===== config.mk =====
export PLATFORM = sky130hd
export DESIGN_NAME = ram_burst_reader
export DESIGN_NICKNAME = d
export VERILOG_FILES = /design/src/rtl/ram_burst_reader_pkg.sv /design/src/rtl/ram_rd_skid_fifo.sv /design/src/rtl/ram_burst_reader.sv
export SDC_FILE = /design/constraint.sdc
export NUM_CORES = 1
export LEC_CHECK = 0
export ABC_CLOCK_PERIOD_IN_PS = 2630
export CORE_AREA = 2 2 91 93
export DETAILED_ROUTE_END_ITERATION = 8
export DIE_AREA = 0 0 93 95
export GPL_TIMING_DRIVEN = 0
export PLACE_DENSITY = 0.54
export SLEW_MARGIN = 25
export SYNTH_ARGS = -nofsm -noshare
export SYNTH_HDL_FRONTEND = slang
export SYNTH_SLANG_ARGS = --single-unit
export TNS_END_PERCENT = 100

===== constraint.sdc =====
create_clock -name clk_i -period 2.63 [get_ports clk_i]
set_input_delay 0.526 -clock clk_i [delete_from_list [all_inputs] [get_ports clk_i]]
set_output_delay 0.526 -clock clk_i [all_outputs]
set_load 0.01 [all_outputs]

===== src/rtl/ram_burst_reader_pkg.sv =====
// Shared types for the RAM burst reader: FSM state encoding and skid FIFO depth.
package ram_burst_reader_pkg;

  typedef enum logic [1:0] {
    IDLE  = 2'd0,
    READ  = 2'd1,
    DRAIN = 2'd2
  } rbr_state_t;

  localparam int FIFO_DEPTH = 2;

endpackage


===== src/rtl/ram_rd_skid_fifo.sv =====
// Two-entry synchronous FIFO that absorbs the RAM read latency between issue and stream.
// Storage is cleared on reset so the stream data output reads zero out of reset.
module ram_rd_skid_fifo
  import ram_burst_reader_pkg::*;
#(
  parameter int WIDTH = 8
) (
  input  logic             clk_i,
  input  logic             rst_i,
  input  logic             push_i,
  input  logic             pop_i,
  input  logic [WIDTH-1:0] data_i,
  output logic [WIDTH-1:0] data_o,
  output logic             empty_o,
  output logic [1:0]       count_o
);

  logic [WIDTH-1:0] mem_q [FIFO_DEPTH];
  logic             wr_ptr_q;
  logic             rd_ptr_q;
  logic [1:0]       count_q;

  // Pointer/count bookkeeping and storage writes; push+pop together keeps the count.
  always_ff @(posedge clk_i) begin
    if (rst_i) begin
      wr_ptr_q <= 1'b0;
      rd_ptr_q <= 1'b0;
      count_q  <= 2'd0;
      for (int i = 0; i < FIFO_DEPTH; i++) mem_q[i] <= '0;
    end else begin
      if (push_i) begin
        mem_q[wr_ptr_q] <= data_i;
        wr_ptr_q        <= ~wr_ptr_q;
      end
      if (pop_i) rd_ptr_q <= ~rd_ptr_q;
      case ({push_i, pop_i})
        2'b10:   count_q <= count_q + 2'd1;
        2'b01:   count_q <= count_q - 2'd1;
        default: count_q <= count_q;
      endcase
    end
  end

  assign data_o  = mem_q[rd_ptr_q];
  assign empty_o = (count_q == 2'd0);
  assign count_o = count_q;

endmodule


===== src/rtl/ram_burst_reader.sv =====
// Read-side burst engine: issues sequential RAM reads and streams the words out
// over valid/ready at up to one word per clock.
// Optional feature macro: RAM_BURST_READER_LAST_EN adds last_o, flagging the final word.
module ram_burst_reader
  import ram_burst_reader_pkg::*;
#(
  parameter int DATA_WIDTH = 8,
  parameter int ADDR_WIDTH = 5
) (
  input  logic                  clk_i,
  input  logic                  rst_i,
  input  logic                  start_i,
  input  logic [ADDR_WIDTH-1:0] start_addr_i,
  input  logic [ADDR_WIDTH-1:0] len_m1_i,
  output logic                  busy_o,
  output logic                  done_o,
  output logic                  ram_rd_o,
  output logic [ADDR_WIDTH-1:0] ram_rd_addr_o,
  input  logic [DATA_WIDTH-1:0] ram_rd_data_i,
  output logic [DATA_WIDTH-1:0] data_o,
  output logic                  valid_o,
`ifdef RAM_BURST_READER_LAST_EN
  output logic                  last_o,
`endif
  input  logic                  ready_i
);

  // One extra bit so a full-RAM burst (2**ADDR_WIDTH words) fits in the counters.
  localparam int CW = ADDR_WIDTH + 1;
`ifdef RAM_BURST_READER_LAST_EN
  localparam int FW = DATA_WIDTH + 1;
`else
  localparam int FW = DATA_WIDTH;
`endif

  rbr_state_t            state_q;
  logic [ADDR_WIDTH-1:0] addr_q;
  logic [CW-1:0]         issue_cnt_q;
  logic [CW-1:0]         pop_cnt_q;
  logic [CW-1:0]         len_ext;
  logic                  done_q;
  logic                  inflight_p1;
  logic                  pop;
  logic [2:0]            occ;
  logic                  fifo_empty;
  logic [1:0]            fifo_cnt;
  logic [FW-1:0]         fifo_din;
  logic [FW-1:0]         fifo_dout;

  assign len_ext = {1'b0, len_m1_i} + CW'(1);
  assign pop     = valid_o & ready_i;

  // Words already buffered or on their way, net of the word leaving this cycle;
  // keeping this below two is what guarantees the FIFO can never overflow.
  assign occ      = {1'b0, fifo_cnt} + {2'b00, inflight_p1} - {2'b00, pop};
  assign ram_rd_o = (state_q == READ) && (occ < 3'd2);
  assign ram_rd_addr_o = addr_q;

  assign busy_o = (state_q != IDLE);
  assign done_o = done_q;

  // Burst control FSM: latch the command, count issues and handshakes, pulse done.
  always_ff @(posedge clk_i) begin
    if (rst_i) begin
      state_q     <= IDLE;
      addr_q      <= '0;
      issue_cnt_q <= '0;
      pop_cnt_q   <= '0;
      done_q      <= 1'b0;
    end else begin
      done_q <= 1'b0;
      if (pop) pop_cnt_q <= pop_cnt_q - CW'(1);
      case (state_q)
        IDLE: begin
          if (start_i) begin
            addr_q      <= start_addr_i;
            issue_cnt_q <= len_ext;
            pop_cnt_q   <= len_ext;
            state_q     <= READ;
          end
        end
        READ: begin
          if (ram_rd_o) begin
            addr_q      <= addr_q + ADDR_WIDTH'(1);
            issue_cnt_q <= issue_cnt_q - CW'(1);
            if (issue_cnt_q == CW'(1)) state_q <= DRAIN;
          end
        end
        DRAIN: begin
          if (pop && (pop_cnt_q == CW'(1))) begin
            state_q <= IDLE;
            done_q  <= 1'b1;
          end
        end
        default: state_q <= IDLE;
      endcase
    end
  end

`ifdef RAM_BURST_READER_LAST_EN
  logic inflight_last_p1;

  // Stage p1: remember which reads are in flight, and whether each is the burst's final word.
  always_ff @(posedge clk_i) begin
    if (rst_i) begin
      inflight_p1      <= 1'b0;
      inflight_last_p1 <= 1'b0;
    end else begin
      inflight_p1      <= ram_rd_o;
      inflight_last_p1 <= ram_rd_o && (issue_cnt_q == CW'(1));
    end
  end

  assign fifo_din = {inflight_last_p1, ram_rd_data_i};
  assign last_o   = valid_o & fifo_dout[DATA_WIDTH];
`else
  // Stage p1: remember which cycles have a RAM word arriving.
  always_ff @(posedge clk_i) begin
    if (rst_i) inflight_p1 <= 1'b0;
    else       inflight_p1 <= ram_rd_o;
  end

  assign fifo_din = ram_rd_data_i;
`endif

  // Stage p2: returned words are buffered and presented on the stream.
  ram_rd_skid_fifo #(
    .WIDTH (FW)
  ) u_fifo (
    .clk_i   (clk_i),
    .rst_i   (rst_i),
    .push_i  (inflight_p1),
    .pop_i   (pop),
    .data_i  (fifo_din),
    .data_o  (fifo_dout),
    .empty_o (fifo_empty),
    .count_o (fifo_cnt)
  );

  assign valid_o = ~fifo_empty;
  assign data_o  = fifo_dout[DATA_WIDTH-1:0];

endmodule


==> reports/metrics.yaml <==
drt_iter0_drc: 81
synth_top_area_share: 0.2324
yosys.area.top_type: "dfxtp_1"
multiInputGateArea_sq_um: 1166
wl_per_cell_um: 13.39
powerDensity_nw_per_um2: 536.0
max_stage_delay_ns: 0.57
grt_max_degree: 14
clock-skew-final_ns: 0.006578
yosys-top-cells-area: "dfxtp_1 (23%), edfxtp_1 (21%), and2_1 (5.6%)"
area_delta_synth_final_pct: 29.05
clockRootBuffer: "clkbuf_8"
fp.dieH_um: 95
fin_nets: 303
setup.worst_path.start_class: "register"
start_util: 0.2825
hold_path_class: "register to register"
ys_seq_area_frac: 0.4469
cap_viol_max_count: 0
period_share: 0.9641
n_antenna_cell: 0
fin_crit_ns: 2.536
routed_wl_um: 5090
grt_pass1_vias: 1680
ant_nets: 0
timing.critical_path.buf_inv: 2
rsz0062_at_grt: "false"
die_area_sq_um: 8835
path_cells: "buf_6 -> and3b_1 -> or2_4 -> nand2_2 -> fa_2 -> nand3b_1 -> nor2_2 -> buf_2"
synth_flop_cell: "dfxtp_1"
clk_latency_ns: 0.29
portBuffers: 38
cp_top_family: "simple AND/OR/NAND/NOR gates"
core_region_area_sq_um: 7928
crit_fanout: 2
hold_buffers: 0
die_x_um: 93
drc: 0
cts_buffers: 5
synthesis.area_sq_um: 2240
place_hpwl_um: 3623
timing.fmax_mhz: 394.4
finalSetupTns_ns: 0
grt_overflow: 0
grt_first_pass_wirelength_um: 8411
synth_nets: 253
routed-via-count: 1797
syn_inst: 224
drive_above_1_share: 0.1782
cp.arrival_ns: 2.01
path_class: "register to output pin"
synth.avg_cell_area_sq_um: 9.998
cp.required_ns: 2.10
synth_edf_count: 16
io_pins: 39
max-clock-path-buffers: 2
finalSetupViolCount: 0
final_util: 0.3646
synth-seq-cells: 42
cts_tree: "yes"
gp_congestion: 0.7935
synth.distinct_cells: 54
clock_sinks: 42
htreeDepth: 2
slew_viol_final: 0
grt_usage: 0.1216
rows: 33
cts.clk_slew.worst_paths_ns: 0.08
ir_worst_vdd_uv: 173.7
yosysWarnings: 0
worst_path_max_delay_cell: "fa_2"
synth-async-reset-ratio: 0
synth_common_cells: "dfxtp_1 (26), and2_1 (20), nor2_1 (19)"
max_slew.worst_pin.slew_ns: 0.9005
p_leak_nw: 1.037
status: "complete, no violations"
endpoint_kind: "output pin"
antenna_found_initial: 0
seqCellArea_sq_um: 1003
first_pass_iters: 4
yosysMostFrequentCell: "dfxtp_1"
avgViaCountPerCell: 4.729
max_slew_margin: 0.3984
fillers: 797
hold_viol: 0
==> tightest hold or removal path: cells and delay by family, from the launching register on <==
kind / cells / cell delay (ns)
simple gates: 1 / 0.08
flops: 1 / 0.34
compound gates: 1 / 0.05
==> kinds of logic (layout without fill, tap and decap cells) <==
kind of cell,after synthesis,in the layout,synth area share
AOI/OAI and AO/OA,45,45,0.1341
xor gates and xnor gates,13,13,0.05420
adders and majority gates,7,7,0.04246
buffers and inverters,17,68,0.04134
DFF,42,42,0.4469
muxes,9,9,0.04469
and+or+nand+nor,91,91,0.2363
==> through the flow <==
step	hold slack (ns)	worst slack (ns)	total power [mW]	instance area [sq um]	instances
after global routing	0.5107	0.005575	1.631	2890	380
after CTS	0.5029	0.03278	1.570	2883	380
after detailed placement	0.4901	-0.9115	1.148	2751	367
after global placement	0.4790	-0.9124	1.147	2751	367
final	0.5000	0.09445	1.549	2890	380
after floorplan	0.4506	0.3077	1.004	2240	224
==> area by class of cell <==
cell class,instances,area share
plain buffers,11,0.02554
clock buffers,5,0.02381
clock inverters,3,0.005628
inverters,6,0.007792
multi-input cells,165,0.4035
flip-flops and latches,42,0.3472
well taps,105,0.04545
repair buffers,43,0.1411
==> flip-flops by register name, indices dropped and copies added, names as in the netlist, 2 cells and up, named ones only <==
name	count
issue_cnt_q	6
pop_cnt_q	6
ram_rd_addr_o	5
state_q	2
u_fifo.count_o	2
u_fifo.mem_q	16
==> placed cells by master, fill, tap and decap left out, types with 8 or more instances in the layout <==
master | netlist | routed
nor3_1 | 8 | 8
edfxtp_1 | 16 | 16
and2_1 | 20 | 20
nand2_1 | 9 | 8
clkdlybuf4s50_1 | 0 | 36
o21ai_0 | 12 | 12
mux2_2 | 8 | 8
dfxtp_1 | 26 | 24
nor2_1 | 19 | 18
a21oi_1 | 11 | 11
xnor2_1 | 9 | 9
==> layer usage <==
layer,track usage,wire (um),up-vias
li1,-,-,897
met1,0.1687,2522,847
met2,0.1902,2242,48
met3,0.02634,279,5
met4,0.03676,46,0
met5,0,0,-
==> timing repair <==
action	4_1_cts	5_1_grt
endpoints found under the setup margin	12	1
buffers inserted	5	0
pin swaps	3	1
resized for setup	16	1
==> worst paths after layout <==
kind,from,end,slack [ns],depth (start not counted)
max reg2reg,u_fifo.count_o[1],issue_cnt_q[1],0.32,11
min reg2reg,issue_cnt_q[1],issue_cnt_q[1],0.50,2
min,issue_cnt_q[1],issue_cnt_q[1],0.50,2
max,u_fifo.count_o[1],ram_rd_o,0.09,8
==> report_power, final <==
part | internal [mW] | switching, mW
Clock | 0.182 | 0.232
Sequential | 0.727 | 0.0436
Combinational | 0.184 | 0.181
No activity file was read; power rests on OpenSTA's default activity.
